===== config.mk =====
export PLATFORM = sky130hd
export DESIGN_NAME = wb_port_arbiter_flat
export DESIGN_NICKNAME = d
export VERILOG_FILES = /design/src/rtl/wb_port_arbiter_if.sv /design/src/rtl/wb_port_arbiter.sv /design/src/flat_wrapper.sv
export SDC_FILE = /design/constraint.sdc
export NUM_CORES = 1
export LEC_CHECK = 0
export ABC_AREA = 1
export BUFFER_PORTS_ARGS = -buffer_cell sky130_fd_sc_hd__buf_2
export CAP_MARGIN = 20
export CORE_MARGIN = 5
export CORE_UTILIZATION = 24
export DETAILED_ROUTE_END_ITERATION = 16
export SYNTH_ARGS = -nofsm -noshare
export SYNTH_HDL_FRONTEND = slang
export SYNTH_SLANG_ARGS = --single-unit

===== constraint.sdc =====
create_clock -name CLK -period 5.03 [get_ports CLK]
set_input_delay 0.7545 -clock CLK [delete_from_list [all_inputs] [get_ports CLK]]
set_output_delay 0.7545 -clock CLK [all_outputs]
set_load 0.005 [all_outputs]

===== src/rtl/wb_port_arbiter_if.sv =====
// wb_port_arbiter_if: writeback request bus and register-file write port.
// master modport = the functional-unit side (drives requests),
// slave modport  = the arbiter side (drives ready, write port and wakeup).
interface wb_port_arbiter_if #(
    parameter int NUM_REQ       = 4,
    parameter int NUM_PHYS_REGS = 64
);
    localparam int LOG_PHYS = $clog2(NUM_PHYS_REGS);
    localparam int GW       = $clog2(NUM_REQ);

    // Handshake: a result transfers on a rising edge where req_valid[i] and
    // req_ready[i] are both high; req_ready depends only on registered state.
    logic [NUM_REQ-1:0]          req_valid;
    logic [NUM_REQ*LOG_PHYS-1:0] req_preg;
    logic [NUM_REQ*32-1:0]       req_data;
    logic [NUM_REQ-1:0]          req_ready;
    logic                        Write1;
    logic [LOG_PHYS-1:0]         WriteReg1;
    logic [31:0]                 WriteData1;
    logic                        wake_valid;
    logic [LOG_PHYS-1:0]         wake_preg;
    logic [GW-1:0]               grant_id;

    modport master (
        output req_valid, req_preg, req_data,
        input  req_ready, Write1, WriteReg1, WriteData1, wake_valid, wake_preg, grant_id
    );

    modport slave (
        input  req_valid, req_preg, req_data,
        output req_ready, Write1, WriteReg1, WriteData1, wake_valid, wake_preg, grant_id
    );
endinterface


===== src/rtl/wb_port_arbiter.sv =====
// wb_port_arbiter: shares the single register-file write port among NUM_REQ
// writeback sources. Each source has a QDEPTH-entry FIFO; one head is granted
// per cycle and registered onto Write1/WriteReg1/WriteData1 and the wakeup bus.
// Optional macro WB_ROUND_ROBIN_EN: rotating priority starting at rr_ptr;
// otherwise fixed lowest-index priority.
module wb_port_arbiter #(
    parameter int NUM_REQ       = 4,
    parameter int NUM_PHYS_REGS = 64,
    parameter int QDEPTH        = 2
) (
    input  logic                  CLK,
    input  logic                  RESET,
    input  logic                  flush,
    wb_port_arbiter_if.slave      bus
);
    localparam int LOG_PHYS = $clog2(NUM_PHYS_REGS);
    localparam int GW       = $clog2(NUM_REQ);
    localparam int PW       = $clog2(QDEPTH);
    localparam int CW       = PW + 1;

    logic [CW-1:0]       count  [NUM_REQ];
    logic [PW-1:0]       rd_ptr [NUM_REQ];
    logic [PW-1:0]       wr_ptr [NUM_REQ];
    logic [LOG_PHYS-1:0] q_preg [NUM_REQ][QDEPTH];
    logic [31:0]         q_data [NUM_REQ][QDEPTH];

    logic [NUM_REQ-1:0]  ready;
    logic [NUM_REQ-1:0]  eligible;
    logic [NUM_REQ-1:0]  push;
    logic [NUM_REQ-1:0]  pop;
    logic                grant_valid;
    logic [GW-1:0]       grant_idx;

    logic                write_en;
    logic [LOG_PHYS-1:0] write_reg;
    logic [31:0]         write_data;
    logic [GW-1:0]       grant_q;

    // Queue status, push/pop qualification; ready comes from registered count only.
    always_comb begin
        ready    = '0;
        eligible = '0;
        push     = '0;
        pop      = '0;
        for (int i = 0; i < NUM_REQ; i++) begin
            ready[i]    = (count[i] < CW'(QDEPTH));
            eligible[i] = (count[i] != '0);
            push[i]     = bus.req_valid[i] && ready[i] && !flush;
            pop[i]      = grant_valid && !flush && (grant_idx == GW'(i));
        end
    end

`ifdef WB_ROUND_ROBIN_EN
    logic [GW-1:0] rr_ptr;

    // Rotating priority: search starts at rr_ptr and wraps.
    always_comb begin
        int idx;
        idx         = 0;
        grant_valid = 1'b0;
        grant_idx   = '0;
        for (int k = 0; k < NUM_REQ; k++) begin
            idx = (int'(rr_ptr) + k) % NUM_REQ;
            if (!grant_valid && eligible[idx]) begin
                grant_valid = 1'b1;
                grant_idx   = GW'(idx);
            end
        end
    end

    // Advance the pointer past the source just served; hold on idle or flush.
    always_ff @(posedge CLK or posedge RESET) begin
        if (RESET) begin
            rr_ptr <= '0;
        end else if (grant_valid && !flush) begin
            rr_ptr <= (int'(grant_idx) == NUM_REQ - 1) ? '0 : grant_idx + GW'(1);
        end
    end
`else
    // Fixed priority: lowest eligible index wins.
    always_comb begin
        grant_valid = 1'b0;
        grant_idx   = '0;
        for (int k = 0; k < NUM_REQ; k++) begin
            if (!grant_valid && eligible[k]) begin
                grant_valid = 1'b1;
                grant_idx   = GW'(k);
            end
        end
    end
`endif

    // Queue bookkeeping: counts and pointers; flush clears everything.
    always_ff @(posedge CLK or posedge RESET) begin
        if (RESET) begin
            for (int i = 0; i < NUM_REQ; i++) begin
                count[i]  <= '0;
                rd_ptr[i] <= '0;
                wr_ptr[i] <= '0;
            end
        end else if (flush) begin
            for (int i = 0; i < NUM_REQ; i++) begin
                count[i]  <= '0;
                rd_ptr[i] <= '0;
                wr_ptr[i] <= '0;
            end
        end else begin
            for (int i = 0; i < NUM_REQ; i++) begin
                count[i] <= count[i] + CW'(push[i]) - CW'(pop[i]);
                if (push[i]) wr_ptr[i] <= wr_ptr[i] + PW'(1);
                if (pop[i])  rd_ptr[i] <= rd_ptr[i] + PW'(1);
            end
        end
    end

    // Queue storage: written on push, contents need no reset.
    always_ff @(posedge CLK) begin
        for (int i = 0; i < NUM_REQ; i++) begin
            if (push[i]) begin
                q_preg[i][wr_ptr[i]] <= bus.req_preg[i*LOG_PHYS +: LOG_PHYS];
                q_data[i][wr_ptr[i]] <= bus.req_data[i*32 +: 32];
            end
        end
    end

    // Output register: load the granted head; payload holds when idle.
    always_ff @(posedge CLK or posedge RESET) begin
        if (RESET) begin
            write_en   <= 1'b0;
            write_reg  <= '0;
            write_data <= '0;
            grant_q    <= '0;
        end else begin
            write_en <= grant_valid && !flush;
            if (grant_valid && !flush) begin
                write_reg  <= q_preg[grant_idx][rd_ptr[grant_idx]];
                write_data <= q_data[grant_idx][rd_ptr[grant_idx]];
                grant_q    <= grant_idx;
            end
        end
    end

    assign bus.req_ready  = ready;
    assign bus.Write1     = write_en;
    assign bus.WriteReg1  = write_reg;
    assign bus.WriteData1 = write_data;
    assign bus.wake_valid = write_en;
    assign bus.wake_preg  = write_reg;
    assign bus.grant_id   = grant_q;
endmodule


===== src/flat_wrapper.sv =====
// flat-port wrapper written by rule: the top's interface ports become plain ports
module wb_port_arbiter_flat 
#(
    parameter int NUM_REQ       = 4,
    parameter int NUM_PHYS_REGS = 64,
    parameter int QDEPTH        = 2
)
  (CLK, RESET, flush, bus_req_valid, bus_req_preg, bus_req_data, bus_req_ready, bus_Write1, bus_WriteReg1, bus_WriteData1, bus_wake_valid, bus_wake_preg, bus_grant_id);
  wb_port_arbiter_if #(.NUM_REQ(NUM_REQ), .NUM_PHYS_REGS(NUM_PHYS_REGS)) bus_i ();
  input  logic CLK;
  input  logic RESET;
  input  logic flush;
  input wire logic [$bits(bus_i.req_valid)-1:0] bus_req_valid;
  input wire logic [$bits(bus_i.req_preg)-1:0] bus_req_preg;
  input wire logic [$bits(bus_i.req_data)-1:0] bus_req_data;
  output wire logic [$bits(bus_i.req_ready)-1:0] bus_req_ready;
  output wire logic [$bits(bus_i.Write1)-1:0] bus_Write1;
  output wire logic [$bits(bus_i.WriteReg1)-1:0] bus_WriteReg1;
  output wire logic [$bits(bus_i.WriteData1)-1:0] bus_WriteData1;
  output wire logic [$bits(bus_i.wake_valid)-1:0] bus_wake_valid;
  output wire logic [$bits(bus_i.wake_preg)-1:0] bus_wake_preg;
  output wire logic [$bits(bus_i.grant_id)-1:0] bus_grant_id;
  assign bus_i.req_valid = bus_req_valid;
  assign bus_i.req_preg = bus_req_preg;
  assign bus_i.req_data = bus_req_data;
  assign bus_req_ready = bus_i.req_ready;
  assign bus_Write1 = bus_i.Write1;
  assign bus_WriteReg1 = bus_i.WriteReg1;
  assign bus_WriteData1 = bus_i.WriteData1;
  assign bus_wake_valid = bus_i.wake_valid;
  assign bus_wake_preg = bus_i.wake_preg;
  assign bus_grant_id = bus_i.grant_id;
  wb_port_arbiter #(.NUM_REQ(NUM_REQ), .NUM_PHYS_REGS(NUM_PHYS_REGS), .QDEPTH(QDEPTH)) u_core (.CLK(CLK), .RESET(RESET), .flush(flush), .bus(bus_i));
endmodule

==> results.ini <==
[outcome]
status = finished, final reports clean

[final_layout]
layout_commonest_cell = edfxtp_1
fin_nets = 1659
syn_to_final_growth_pct = 22.6
fill_cells = 6291
drive_gt1_frac = 0.210
final_cell_mix = edfxtp_1 (304), nand2_1 (233), buf_2 (210)

[worst_setup_path]
crit_path_start_kind = register
cp-end-kind = register
r2r-start = u_core.count[7]$_DFF_PP0_
worstRegToRegCells = 9
required_ns = 5.44
path_class = register to register
r2r_setup_slack_ns = 1.46
worstPathArrival_ns = 3.98
crit_fanout = 55
r2r_end = u_core.bus.WriteData1[18]$_DFFE_PP0P_

[global_routing]
antenna_found_initial = 23
grt_max_degree = 69
track_usage = 0.136
grt_pass1_vias = 10700
overflow = 0
grt_pass1_wl_um = 68800

[route]
viasPerCell = 4.42
drt_iter0_drc = 833
firstDrtPassIters = 6
wl_per_cell_um = 20.1
via_count = 10500
drtAntennaViolNets = 0
drcViolationCount = 0
routed_wl_um = 47500

[timing]
rsz0062_at_grt = false
timing.fmax_mhz = 280
tightest_slew_ns = 1.12
period_share = 0.709
fin_skew_ns = 0.0207
setup_violations = 0
hold_violations = 0
fin_crit_ns = 3.57
report.final.slew_viol_count = 0
setup_tns_ns = 0
maxSlewHeadroom = 0.250

[clocking]
ctsResizeCount = 0
clock_latency_ns = 0.53
cts_made_buffers = 38
htree_levels = 2
cts.sinks = 361
cts_tree = yes
clock-root-buffer = clkbuf_16
clkSlewWorstSetupHoldPaths_ns = 0.06
post_cts_buffers = 0
clk_path_buf_depth = 3
hold_buffers = 0

[yosys]
synth_seq_cells = 361
synth_edf_count = 304
netlist_area_mm2 = 0.0149
ys_async_sr_fraction = 0.158
synth.distinct_cells = 28
avgSynthCellArea_um2 = 11.5
syn-num-nets = 1468
yosys_most_used_dff = edfxtp_1
yosysSeqAreaShare = 0.708
yosysWarnings = 0
netlist_instances = 1301

[die]
io_pins = 211
die_w_um = 259
fp.dieH_um = 259
die_area_mm2 = 0.0672
num_rows = 91
core_region_area_mm2 = 0.0616
start_util = 0.242

[place]
hpwl_um = 31500
finalWeightedCongestion = 0.805
port-buffer-count = 210

[run]
max_cap_violations = 0

[power_and_ir_drop]
irDropWorstVdd_uv = 363
p_total_mw = 11.4
powerDensity_mw_per_mm2 = 622
p_leak_nw = 7.55

[worst_hold_path]
hp-class = input pin to async pin

==> flip-flops by register name (all words and copies together), names as in the netlist <==
name                   count
u_core.bus.WriteData1     32
u_core.bus.WriteReg1       6
u_core.wr_ptr              4
u_core.bus.Write1          1
u_core.rd_ptr              4
u_core.bus.grant_id        2
u_core.count               8
u_core.q_preg             48
u_core.q_data            256
==> per-stage QoR <==
step	hold WS [ns]	setup slack [ns]	cell area [um2]	utilization	cells
6_report	0.269	1.46	18300	0.297	2368
3_3_place_gp	0.463	1.60	16900	0.274	2286
4_1_cts	0.277	1.42	18200	0.296	2358
2_1_floorplan	0.473	1.84	14900	-	1301
5_1_grt	0.300	1.23	18300	0.297	2362
3_5_place_dp	0.469	1.43	16900	0.275	2288
==> worst max path at each step <==
| stage | cells past startpoint | start | to |
|---|---|---|---|
| global route | 9 | u_core.count[7]$_DFF_PP0_ | u_core.bus.WriteData1[11]$_DFFE_PP0P_ |
| CTS | 9 | u_core.count[7]$_DFF_PP0_ | u_core.bus.WriteData1[18]$_DFFE_PP0P_ |
| detailed placement | 9 | u_core.count[7]$_DFF_PP0_ | u_core.bus.WriteData1[18]$_DFFE_PP0P_ |
| finish | 9 | u_core.count[7]$_DFF_PP0_ | u_core.bus.WriteData1[18]$_DFFE_PP0P_ |
| floorplan | 4 | flush | u_core.q_data[3][32]$_DFFE_PP_ |
| global placement | 9 | u_core.count[7]$_DFF_PP0_ | u_core.bus.WriteData1[12]$_DFFE_PP0P_ |
==> report_power, final <==
part | internal, mW | switching (mW) | total (mW)
logic | 1.35 | 3.14 | 4.49
clock network | 1.78 | 1.17 | 2.95
registers | 3.71 | 0.230 | 3.94
==> final cells by class <==
| cell class | instances | area (um2) | share of cell area |
|---|---|---|---|
| flip-flops and latches | 361 | 10600 | 0.577 |
| multi-input cells | 668 | 3370 | 0.184 |
| repair buffers | 231 | 1250 | 0.0686 |
| clock buffers | 50 | 1080 | 0.0591 |
| well taps | 837 | 1050 | 0.0573 |
| inverters | 192 | 722 | 0.0395 |
| clock inverters | 20 | 235 | 0.0129 |
| diodes | 9 | 22.5 | 0.00123 |
==> synth_stat cells (3+ instances only) <==
| cell | number | area share |
|---|---|---|
| dfrtp_1 | 57 | 0.096 |
| o2111ai_1 | 38 | 0.022 |
| edfxtp_1 | 304 | 0.61 |
| nor2_2 | 3 | 0.0013 |
| buf_4 | 14 | 0.0070 |
| o21ai_0 | 4 | 0.0013 |
| ha_1 | 8 | 0.0067 |
| nand2_1 | 237 | 0.060 |
| clkbuf_1 | 34 | 0.0086 |
| nand3_1 | 181 | 0.061 |
| xnor2_1 | 4 | 0.0023 |
| a22oi_1 | 23 | 0.012 |
| buf_2 | 22 | 0.0074 |
| a21oi_1 | 63 | 0.021 |
| xor2_1 | 4 | 0.0023 |
| nor2_1 | 91 | 0.023 |
| inv_1 | 184 | 0.046 |
| inv_2 | 7 | 0.0018 |
| buf_1 | 10 | 0.0025 |
==> routing by layer <==
layer | global-route usage | vias to the layer above | wire length (um)
li1 | - | 4821 | -
met2 | 0.220 | 407 | 22200
met4 | 0.0476 | 16 | 1530
met5 | 0 | - | 90
met3 | 0.0361 | 109 | 3700
met1 | 0.178 | 5124 | 20000
==> critical path, cell delays in order, from the launching register on <==
cell and delay [ns]:
dfrtp_1 0.43, nor2_4 0.57, nand2_4 0.53, nor2_1 0.32, nor2_1 0.13, a21oi_4 0.80, buf_4 0.38, nand3_1 0.10
nand3_1 0.08, nand2_1 0.07
==> kinds of logic (layout without fill, tap and decap cells) <==
| group | count (synthesis) | count (layout) | synth area share |
|---|---|---|---|
| flops | 361 | 361 | 0.708 |
| buf+inv | 272 | 493 | 0.0739 |
| compound gates | 134 | 134 | 0.0593 |
| xor+xnor | 8 | 8 | 0.00470 |
| other cells | 0 | 9 | 0 |
| simple gates | 518 | 518 | 0.147 |
| fa+ha+maj | 8 | 8 | 0.00671 |
Power figures use the tool's default switching activity.
